`src/rtl/rm_ctrl_fsm.sv`:
```
// Multi-cycle instruction controller for the RISC datapath: ALU ops, MOV,
// LDR/STR with a ready-handshake memory port, HALT and a sticky error state.
module rm_ctrl_fsm #(
    parameter int unsigned MEM_TIMEOUT = 15,
    parameter int unsigned TMO_W       = 4
) (
    input  logic       clk,
    input  logic       reset,
    input  logic       s,
    input  logic [2:0] opcode,
    input  logic [1:0] op,
    input  logic       mem_rdy,
    output logic [1:0] vsel,
    output logic [2:0] nsel,
    output logic       write,
    output logic       loada,
    output logic       loadb,
    output logic       loadc,
    output logic       loads,
    output logic       asel,
    output logic       bsel,
    output logic       load_addr,
    output logic [1:0] mem_cmd,
    output logic       w,
    output logic       halted,
    output logic       err
);

    localparam logic [3:0] S_WAIT      = 4'd0;
    localparam logic [3:0] S_DECODE    = 4'd1;
    localparam logic [3:0] S_WRITE_IMM = 4'd2;
    localparam logic [3:0] S_LOAD_A    = 4'd3;
    localparam logic [3:0] S_LOAD_B    = 4'd4;
    localparam logic [3:0] S_LOAD_C    = 4'd5;
    localparam logic [3:0] S_WRITE_OUT = 4'd6;
    localparam logic [3:0] S_ADDR_C    = 4'd7;
    localparam logic [3:0] S_LD_ADDR   = 4'd8;
    localparam logic [3:0] S_MEM_RD    = 4'd9;
    localparam logic [3:0] S_WB_MEM    = 4'd10;
    localparam logic [3:0] S_ST_B      = 4'd11;
    localparam logic [3:0] S_ST_C      = 4'd12;
    localparam logic [3:0] S_MEM_WR    = 4'd13;
    localparam logic [3:0] S_HALT      = 4'd14;
    localparam logic [3:0] S_ERROR     = 4'd15;

    localparam logic [1:0] VSEL_MDATA = 2'b00;
    localparam logic [1:0] VSEL_IMM   = 2'b01;
    localparam logic [1:0] VSEL_PC    = 2'b10;
    localparam logic [1:0] VSEL_C     = 2'b11;

    localparam logic [2:0] NSEL_RN = 3'b001;
    localparam logic [2:0] NSEL_RD = 3'b010;
    localparam logic [2:0] NSEL_RM = 3'b100;

    localparam logic [1:0] CMD_NONE  = 2'b00;
    localparam logic [1:0] CMD_READ  = 2'b01;
    localparam logic [1:0] CMD_WRITE = 2'b10;

    logic [3:0]       state;
    logic [3:0]       state_nxt;
    logic [TMO_W-1:0] tmo_cnt;

    logic       is_mem_op;
    logic       is_str;
    logic       is_cmp;
    logic       is_asel_op;
    logic       in_mem;
    logic       tmo_hit;

    logic [1:0] vsel_c;
    logic [2:0] nsel_c;
    logic       write_c;
    logic       loada_c;
    logic       loadb_c;
    logic       loadc_c;
    logic       loads_c;
    logic       asel_c;
    logic       bsel_c;
    logic       load_addr_c;
    logic [1:0] mem_cmd_c;
    logic       w_c;
    logic       halted_c;
    logic       err_c;

    assign is_mem_op  = (opcode == 3'b011) || (opcode == 3'b100);
    assign is_str     = (opcode == 3'b100);
    assign is_cmp     = ({opcode, op} == 5'b101_01);
    assign is_asel_op = (opcode == 3'b110) || ({opcode, op} == 5'b101_11);
    assign in_mem     = (state == S_MEM_RD) || (state == S_MEM_WR);
    assign tmo_hit    = (MEM_TIMEOUT != 0) && (tmo_cnt == TMO_W'(MEM_TIMEOUT));

    // State register
    always_ff @(posedge clk) begin
        if (reset) begin
            state <= S_WAIT;
        end else begin
            state <= state_nxt;
        end
    end

    // Memory wait counter; saturates so MEM_TIMEOUT=0 can wait indefinitely
    always_ff @(posedge clk) begin
        if (reset) begin
            tmo_cnt <= '0;
        end else if (in_mem && !mem_rdy && (state_nxt == state)) begin
            if (tmo_cnt != {TMO_W{1'b1}}) begin
                tmo_cnt <= tmo_cnt + TMO_W'(1);
            end
        end else begin
            tmo_cnt <= '0;
        end
    end

    // Next-state logic
    always_comb begin
        state_nxt = state;
        case (state)
            S_WAIT:      if (s) state_nxt = S_DECODE;
            S_DECODE: begin
                casez ({opcode, op})
                    5'b110_10: state_nxt = S_WRITE_IMM;
                    5'b110_00: state_nxt = S_LOAD_B;
                    5'b101_00,
                    5'b101_10,
                    5'b101_01: state_nxt = S_LOAD_A;
                    5'b101_11: state_nxt = S_LOAD_B;
                    5'b011_00,
                    5'b100_00: state_nxt = S_LOAD_A;
                    5'b111_??: state_nxt = S_HALT;
                    default:   state_nxt = S_ERROR;
                endcase
            end
            S_WRITE_IMM: state_nxt = S_WAIT;
            S_LOAD_A:    state_nxt = is_mem_op ? S_ADDR_C : S_LOAD_B;
            S_LOAD_B:    state_nxt = S_LOAD_C;
            S_LOAD_C:    state_nxt = is_cmp ? S_WAIT : S_WRITE_OUT;
            S_WRITE_OUT: state_nxt = S_WAIT;
            S_ADDR_C:    state_nxt = S_LD_ADDR;
            S_LD_ADDR:   state_nxt = is_str ? S_ST_B : S_MEM_RD;
            S_MEM_RD: begin
                if (mem_rdy)      state_nxt = S_WB_MEM;
                else if (tmo_hit) state_nxt = S_ERROR;
            end
            S_WB_MEM:    state_nxt = S_WAIT;
            S_ST_B:      state_nxt = S_ST_C;
            S_ST_C:      state_nxt = S_MEM_WR;
            S_MEM_WR: begin
                if (mem_rdy)      state_nxt = S_WAIT;
                else if (tmo_hit) state_nxt = S_ERROR;
            end
            S_HALT:      state_nxt = S_HALT;
            S_ERROR:     state_nxt = S_ERROR;
            default:     state_nxt = S_ERROR;
        endcase
    end

    // Output decode of the upcoming state, so registered outputs track state
    always_comb begin
        vsel_c      = VSEL_PC;
        nsel_c      = 3'b000;
        write_c     = 1'b0;
        loada_c     = 1'b0;
        loadb_c     = 1'b0;
        loadc_c     = 1'b0;
        loads_c     = 1'b0;
        asel_c      = 1'b0;
        bsel_c      = 1'b0;
        load_addr_c = 1'b0;
        mem_cmd_c   = CMD_NONE;
        w_c         = 1'b0;
        halted_c    = 1'b0;
        err_c       = 1'b0;
        case (state_nxt)
            S_WAIT:      w_c = 1'b1;
            S_WRITE_IMM: begin vsel_c = VSEL_IMM; nsel_c = NSEL_RN; write_c = 1'b1; end
            S_LOAD_A:    begin nsel_c = NSEL_RN; loada_c = 1'b1; end
            S_LOAD_B:    begin nsel_c = NSEL_RM; loadb_c = 1'b1; end
            S_LOAD_C:    begin loadc_c = 1'b1; loads_c = 1'b1; asel_c = is_asel_op; end
            S_WRITE_OUT: begin vsel_c = VSEL_C; nsel_c = NSEL_RD; write_c = 1'b1; end
            S_ADDR_C:    begin loadc_c = 1'b1; bsel_c = 1'b1; end
            S_LD_ADDR:   load_addr_c = 1'b1;
            S_MEM_RD:    mem_cmd_c = CMD_READ;
            S_WB_MEM:    begin vsel_c = VSEL_MDATA; nsel_c = NSEL_RD; write_c = 1'b1; end
            S_ST_B:      begin nsel_c = NSEL_RD; loadb_c = 1'b1; end
            S_ST_C:      begin loadc_c = 1'b1; asel_c = 1'b1; end
            S_MEM_WR:    mem_cmd_c = CMD_WRITE;
            S_HALT:      halted_c = 1'b1;
            S_ERROR:     err_c = 1'b1;
            default:     ;
        endcase
    end

    // Output registers
    always_ff @(posedge clk) begin
        if (reset) begin
            vsel      <= VSEL_PC;
            nsel      <= 3'b000;
            write     <= 1'b0;
            loada     <= 1'b0;
            loadb     <= 1'b0;
            loadc     <= 1'b0;
            loads     <= 1'b0;
            asel      <= 1'b0;
            bsel      <= 1'b0;
            load_addr <= 1'b0;
            mem_cmd   <= CMD_NONE;
            w         <= 1'b1;
            halted    <= 1'b0;
            err       <= 1'b0;
        end else begin
            vsel      <= vsel_c;
            nsel      <= nsel_c;
            write     <= write_c;
            loada     <= loada_c;
            loadb     <= loadb_c;
            loadc     <= loadc_c;
            loads     <= loads_c;
            asel      <= asel_c;
            bsel      <= bsel_c;
            load_addr <= load_addr_c;
            mem_cmd   <= mem_cmd_c;
            w         <= w_c;
            halted    <= halted_c;
            err       <= err_c;
        end
    end

endmodule

```
`config.mk`:
```
export PLATFORM = sky130hd
export DESIGN_NAME = rm_ctrl_fsm
export DESIGN_NICKNAME = d
export VERILOG_FILES = /design/src/rtl/rm_ctrl_fsm.sv
export SDC_FILE = /design/constraint.sdc
export NUM_CORES = 1
export LEC_CHECK = 0
export CAP_MARGIN = 20
export CORE_MARGIN = 10
export CORE_UTILIZATION = 50
export CTS_CLUSTER_SIZE = 10
export DETAILED_ROUTE_END_ITERATION = 16
export PLACE_DENSITY_LB_ADDON = 0.2
export SLEW_MARGIN = 20
export SYNTH_ARGS = -nofsm -noshare
export SYNTH_HDL_FRONTEND = slang
export SYNTH_SLANG_ARGS = --single-unit
```
`constraint.sdc`:
```
create_clock -name clk -period 3.3 [get_ports clk]
set_clock_uncertainty 0.2 [all_clocks]
set_input_delay 0.66 -clock clk [delete_from_list [all_inputs] [get_ports clk]]
set_output_delay 0.66 -clock clk [all_outputs]
set_load 0.02 [all_outputs]
```
After elaboration in Yosys (flattened, before gate mapping)
Index checks and enable logic that the tools add are counted.
{"block": "totals", "ff_bits": 26, "latch_bits": 0, "ram_bits": 0, "rom_bits": 0, "input_bits": 9, "out_inout_bits": 18, "wordCells": 102, "n_memories": 0}
{"block": "op_classes", "addsub": 1, "multipliers": 0, "n_div": 0, "order_cmp": 0, "eq_ne": 44, "n_shift": 0, "mux": 23, "n_bitwise": 1, "n_reduce_logical": 17}
{"operator": "$eq 4x4->1 const B", "count": 17}
{"operator": "$pmux 4 s14", "count": 1}
{"operator": "$eq 5x5->1 const B", "count": 7}
{"operator": "$eq 4x3->1 const B", "count": 8}
{"operator": "$eq 4x2->1 const B", "count": 4}
{"operator": "$mux 4", "count": 4}
{"operator": "$pmux 4 s4", "count": 1}
{"operator": "$reduce_or 3->1", "count": 4}
{"operator": "$mux 1", "count": 10}
{"operator": "$eq 3x3->1 const B", "count": 3}
{"operator": "$pmux 3 s3", "count": 1}
{"operator": "$logic_not 4->1", "count": 2}
{"operator": "$reduce_or 2->1", "count": 4}
{"operator": "$pmux 2 s3", "count": 1}
{"operator": "$eq 5x4->1 const B", "count": 1}
{"operator": "$reduce_or 5->1", "count": 1}
{"operator": "$add 4x1->4 const B", "count": 1}
{"operator": "$eq 4x1->1 const B", "count": 1}
{"operator": "$eq 4x4->1", "count": 1}
{"operator": "$mux 2", "count": 2}
{"operator": "$ne 4x4->1 const B", "count": 1}
{"operator": "$pmux 2 s2", "count": 1}
{"operator": "$eq 3x2->1 const B", "count": 1}
{"operator": "$logic_or 1x1->1", "count": 3}
{"operator": "other kinds (5)", "count": 6}

Longest topological paths before layout
Gate-level depths: netlist of the first run.
{"block": "logic_depth", "ltp_word": 8, "depth_mapped": 9}

Least setup slack after synthesis of the first run
No wires, ideal clock.
{"block": "synth_timing", "path_kind": "input-to-reg", "from": "in opcode[1]", "to": "reg loadb", "setup_time_ns": 0.067, "t_arrival_ns": 2.335, "slack_ns": 0.698, "path_stages": 7, "path_buffers": 1, "cell_sequence": "buf_6 -> nand4bb_4 -> o211a_4 -> a311oi_4 -> nand2_4 -> or4_1 -> a21oi_2"}
{"block": "synth_between", "elab_chain_len": 7, "word_cells_on_any_way": 23}
{"element": "from (decl)", "line": "10", "source": "input logic [2:0] opcode,"}
{"element": "$eq 5x5->1 (tied with other cells)", "line": "87, 120"}
{"element": "$reduce_or 5->1 (no source line) (tied with other cells)"}
{"element": "$pmux 4 s4 / $mux 2 (equally long branches)", "line": "120, 134"}
{"element": "$pmux 4 s14 (*)", "line": "117", "source": "case (state)"}
{"element": "$eq 4x4->1 / $eq 4x3->1 (equally long branches)", "line": "173", "source": "case (state_nxt)"}
{"element": "$reduce_or 2->1 (no source line) (*)"}
{"element": "$mux 1 (*)", "line": "173"}
{"element": "to (signal assigned)", "line": "215", "source": "loadb <= loadb_c;"}
{"element": "to (decl)", "line": "17", "source": "output logic loadb,"}
Mark *: on every way between the ends. The rest lies on a longest branch, timed or not.
A chain may end at the register's enable or synchronous reset.

Final worst setup path of the first run
{"block": "layout_timing", "from": "in opcode[0]", "to": "reg loadb"}
Same word-level chain as after synthesis.

==> results of run 1 <==
cell families after synthesis:
kind of cell / after synthesis
and+or+nand+nor: 67
AOI/OAI and AO/OA: 33
DFF: 26
buffers and inverters: 13
xor gates and xnor gates: 1
muxes: 1
adders and majority gates: 1
worst paths after layout:
path                    from          to  slack (ns)  cells past startpoint
setup / recovery   opcode[0]       loadb        0.37                      8
hold / removal    tmo_cnt[3]  tmo_cnt[3]        0.37                      1
setup reg to reg    state[3]       loadb        0.73                      7
hold reg to reg   tmo_cnt[3]  tmo_cnt[3]        0.37                      1
cell usage after synthesis (all sizes together):
master   count  area share, %
nand2        7            2.5
a21o         2            1.1
nand3        7            2.6
a21oi        5            2.1
ha           1           0.93
a2bb2oi      1           0.65
clkbuf       1           0.28
dfxtp       26             39
nor3b        3            1.7
and2b        1           0.56
o211a        2            2.0
inv          5            1.4
buf          7            3.9
nor2b        4            1.9
nor4         2            1.4
a211o        1           0.65
a211oi       3            1.7
o211ai       2            1.1
a221o        1           0.74
nand4bb      1            2.0
and4b        2            1.6
o2111a       2            1.8
a31oi        1           0.47
nand2b       2           0.93
nand4        2           0.93
xnor2        1           0.65
mux2i        1           0.74
a2111oi      1            2.0
nor4b        3            2.9
o21bai       1           0.56
nand4b       1           0.65
a311oi       2            2.6
nor2        22            6.3
o21ai        5            1.9
or3          1           0.47
nor3         3            1.5
and3b        1           0.74
a31o         2            1.3
a41oi        1           0.65
and3         3            1.4
or2b         1           0.56
or4          1           0.56
o311a        1           0.74
layer usage:
layer	vias to the layer above	share of wire, %	global-route usage, %
li1	579	-	-
met1	532	45	14.29
met2	35	47	18.53
met3	4	7.1	4.545
met4	0	0.62	2.796
met5	-	0	0
power by group:
part,total (W),switching [W],internal [W]
Clock,0.000211,0.0000884,0.000123
Sequential,0.000454,0.0000640,0.000390
Combinational,0.000771,0.000443,0.000329
Total,0.00144,0.000595,0.000842
state kept, by name (all words and copies together) (netlist names), 2 cells and up:
register and count:
state 4, tmo_cnt 4, nsel 3, mem_cmd 2, vsel 2
layout make-up:
class | count | area share (%)
multi-input combinational | 103 | 44.66
clock buffer | 3 | 1.344
tap | 30 | 2.240
clock inverter | 1 | 1.792
inverter | 5 | 1.120
timing repair buffer | 31 | 17.77
sequential | 26 | 31.07
critical path, delay by kind of cell:
kind	cells	cell delay, ns
buffers and inverters	2	0.89
AOI/OAI and AO/OA	3	0.70
and+or+nand+nor	3	0.74
per-stage QoR:
step / worst slack, ns / hold WS (ns) / power (W) / utilization [%] / area [um^2]
after floorplan: 0.6980 / 0.3025 / 0.0009502 / - / 1344
after CTS: 0.3794 / 0.3720 / 0.001434 / 66.42 / 1675
final: 0.3676 / 0.3694 / 0.001437 / 66.42 / 1675
after global routing: 0.2529 / 0.3940 / 0.001526 / 66.42 / 1675
after global placement: 0.09872 / 0.3255 / 0.001204 / 64.34 / 1623
after detailed placement: 0.04436 / 0.3511 / 0.001215 / 64.34 / 1623
==> impl_metrics.tcl, run 1 <==
set metrics [dict create \
    status "finished, final reports clean" \
    nNetsFinal 180 \
    layout_common_cells "26 x dfxtp_1, 26 x clkdlybuf4s50_1, 21 x nor2_1" \
    dp_hpwl_um 2334 \
    fp.dieW_um 71.84 \
    rows 18 \
    gp_congestion 0.8602 \
    start_util_pct 53.27 \
    cts_hold_buf 0 \
    synthXorXnorAreaFrac_pct 0.6518 \
    cts-resized-gates 0 \
    hold_class "reg -> reg" \
    cts_tree "yes" \
    yosys_warnings 0 \
    drt-pass1-iter-count 4 \
    synthMuxAreaShare_pct 0.7449 \
    numPortBuffers 26 \
    drt_iter0_drc 46 \
    clkSinkCount 26 \
    hold_viol_final 0 \
    slew_viol_final 0 \
    synthAdderAreaFrac_pct 0.9311 \
    coreArea_mm2 0.002522 \
    dieArea_mm2 0.005161 \
    clk_pin_slew_ns 0.13 \
    htreeDepth 1 \
    cp_max_fo 14 \
    antenna_found_initial 0 \
    antenna_cells 0 \
    post-route-drc-count 0 \
    rsz0062_at_grt "no" \
    die_y_um 71.84 \
    synth_top_family_by_area "simple AND/OR/NAND/NOR gates" \
    fin_crit_sh_pct 88.86 \
    tns_ns 0 \
    seq_area_frac_synth_pct 38.73 \
    grt-ovfl-total 0 \
    cts_buffers 3 \
    fillers 209 \
    clock_latency_ns 0.32 \
    area_growth_pct 24.67 \
    routedWlPerCell_um 15.50 \
    wl_um 3085 \
    synth-simple-area-share_pct 31.19 \
    worstPathCellList "clkdlybuf4s50_1, nor2b_1, o2111a_1, a311oi_1, nor4_2, buf_4, or4_1, a21oi_2" \
    drive_gt1_share_pct 14.79 \
    cts_setup_buffers 0 \
    cp-start-kind "input port" \
    worst_slew_pin_slew_ns 0.5520 \
    regArea_um2 520.5 \
    syn_inst 142 \
    clk_path_buf_depth 2 \
    synth_cell_types 56 \
    cts_root_buf "clkbuf_4" \
    placed_cells 195 \
    critical_path_required_ns 3.36 \
    crit_path_max_incr_delay_ns 0.70 \
    syn-num-nets 152 \
    ys_ff_latch 26 \
    p_leak_nw 0.6440 \
    critical_path_arrival_ns 2.99 \
    instances_no_fill 199 \
    setup_violations 0 \
    grt_max_degree 16 \
    slowest_stage "clkdlybuf4s50_1" \
    multi_input_area_um2 748.2 \
    peakVddDrop_v 0.0008354 \
    pin_count 27 \
    synthesis.area_mm2 0.001344 \
    track_usage_pct 11.64 \
    grt_pass1_wl_um 5092 \
    end_kind "flip-flop" \
    cellPowerDensity_mw_per_mm2 857.8 \
    slew-limit-headroom_pct 63.06 \
    grt_pass1_vias 1104 \
    fin_crit_ns 2.932 \
    num_vias 1150 \
    avgSynthCellArea_um2 9.463 \
    fmax_ghz 0.3410 \
    postRouteAntennaNets 0 \
    cap_violations 0 \
    synth_compound_area_share_pct 22.16 \
    path_class "in -> reg" \
    vias_per_cell 5.779 \
]
Power figures use the tool's default switching activity.
==> inputs of run 2 (changes only) <==
- CORE_ASPECT_RATIO: not set -> 0.6
- SKIP_LAST_GASP: not set -> 1
==> impl_metrics.tcl, run 2 (synthesis results as in run 1) <==
set metrics [dict create \
    status "finished, final reports clean" \
    drive_gt1_share_pct 15.79 \
    critPathTopFamily "buffers and inverters" \
    rsz0062_at_grt "no" \
    slowest_stage "clkdlybuf4s50_1" \
    post-place-ws_ns 0.01414 \
    pin_count 27 \
    post-route-drc-count 0 \
    clock_latency_ns 0.27 \
    r2r_cells 8 \
    gp_congestion 0.8448 \
    end_kind "flip-flop" \
    fin_crit_sh_pct 93.42 \
    cts-resized-gates 0 \
    peakVddDrop_v 0.0005286 \
    crit_path_max_incr_delay_ns 0.74 \
    critical_path_required_ns 3.30 \
    rrSetupSlack_ns 0.61 \
    cts_tree "yes" \
    post-route-util_pct 66.50 \
    regArea_um2 520.5 \
    cap_violations 0 \
    worstPathCellList "clkdlybuf4s50_1, nor2b_1, o2111a_1, a311oi_1, nor4_2, buf_4, or4_1, a21oi_2" \
    whs_ns 0.3558 \
    drt_iter0_drc 156 \
    path_class "in -> reg" \
    antenna_cells 0 \
    timing.final.ws_setup_ns 0.2173 \
    cts_setup_buffers 0 \
    critical_path_buf_inv_count 2 \
    htreeDepth 1 \
    fmax_ghz 0.3244 \
    worst_slew_pin_slew_ns 0.5587 \
    dieArea_mm2 0.005229 \
    hold-path-endpoint "tmo_cnt[3]" \
    nNetsFinal 183 \
    grt_pass1_vias 1232 \
    intPower_w 0.0008145 \
    multi_input_area_um2 748.2 \
    hold_viol_final 0 \
    p_clk_share_pct 12.0 \
    dp_hpwl_um 2673 \
    cts_buffers 3 \
    area_growth_pct 25.70 \
    rr_startpoint "state[0]" \
    slew_viol_final 0 \
    p_leak_nw 0.6529 \
    cp_max_fo 14 \
    cts_root_buf "clkbuf_8" \
    rows 14 \
    die_y_um 60.16 \
    cp-start-kind "input port" \
    wl_um 3587 \
    worstHoldPathCells 1 \
    antenna_found_initial 0 \
    coreArea_mm2 0.002540 \
    fp.dieW_um 86.93 \
    vias_per_cell 6.148 \
    routedWlPerCell_um 17.67 \
    grt_pass1_wl_um 6030 \
    grt_max_degree 15 \
    cts_hold_buf 0 \
    combPwrFrac_pct 55.9 \
    grt-ovfl-total 0 \
    slew-limit-headroom_pct 62.62 \
    swShare_pct 43.39 \
    cellPowerDensity_mw_per_mm2 851.8 \
    rr_endpoint "loadb" \
    seqPwrFrac_pct 32.1 \
    drt-pass1-iter-count 4 \
    power.switching_w 0.0006242 \
    hold_class "reg -> reg" \
    critical_path_arrival_ns 3.08 \
    track_usage_pct 14.29 \
    clkSinkCount 26 \
    start_util_pct 52.91 \
    clk_pin_slew_ns 0.08 \
    clk_path_buf_depth 2 \
    postRouteAntennaNets 0 \
    fin_crit_ns 3.083 \
    top_regs "state (4), tmo_cnt (4), nsel (3)" \
    fillers 201 \
    tns_ns 0 \
    setup_violations 0 \
    numPortBuffers 26 \
    layout_common_cells "26 x dfxtp_1, 26 x clkdlybuf4s50_1, 21 x nor2_1" \
    hold_path.startpoint "tmo_cnt[3]" \
    num_vias 1248 \
]
-- run 2: power groups by stage --
stage	clock [W]	sequential [W]	combinational [W]
floorplan	0	0.000502	0.000448
global placement	0	0.000457	0.000762
detailed placement	0	0.000463	0.000782
CTS	0.000175	0.000457	0.000794
global route	0.000191	0.000473	0.000868
finish	0.000172	0.000462	0.000805
-- run 2: per-stage QoR --
stage | power, W | instance area [um^2] | instances
2_1_floorplan | 0.0009502 | 1344 | 142
3_3_place_gp | 0.001219 | 1648 | 200
3_5_place_dp | 0.001245 | 1648 | 200
4_1_cts | 0.001426 | 1689 | 203
5_1_grt | 0.001533 | 1689 | 203
6_report | 0.001439 | 1689 | 203
-- run 2: layout make-up --
class                           instances  area share, %
Timing Repair Buffer                   34          18.96
Multi-Input combinational cell        103          44.30
Clock buffer                            3          2.444
Inverter                                5          1.111
Sequential cell                        26          30.81
Tap cell                               32          2.370
-- run 2: worst max-delay path by stage --
stage,start,end,slack [ns],cells past startpoint
finish,opcode[0],loadb,0.22,8
global route,opcode[0],loadb,0.12,8
CTS,opcode[0],loadb,0.28,8
detailed placement,opcode[0],loadb,0.01,8
global placement,opcode[0],loadb,0.1,7
floorplan,opcode[1],loadb,0.70,7
-- run 2: metal layers --
layer / routed length, um / GRT usage, %
met5: 0 / 0
met4: 104 / 5.977
met3: 326 / 5.427
met2: 1583 / 21.23
met1: 1573 / 18.05
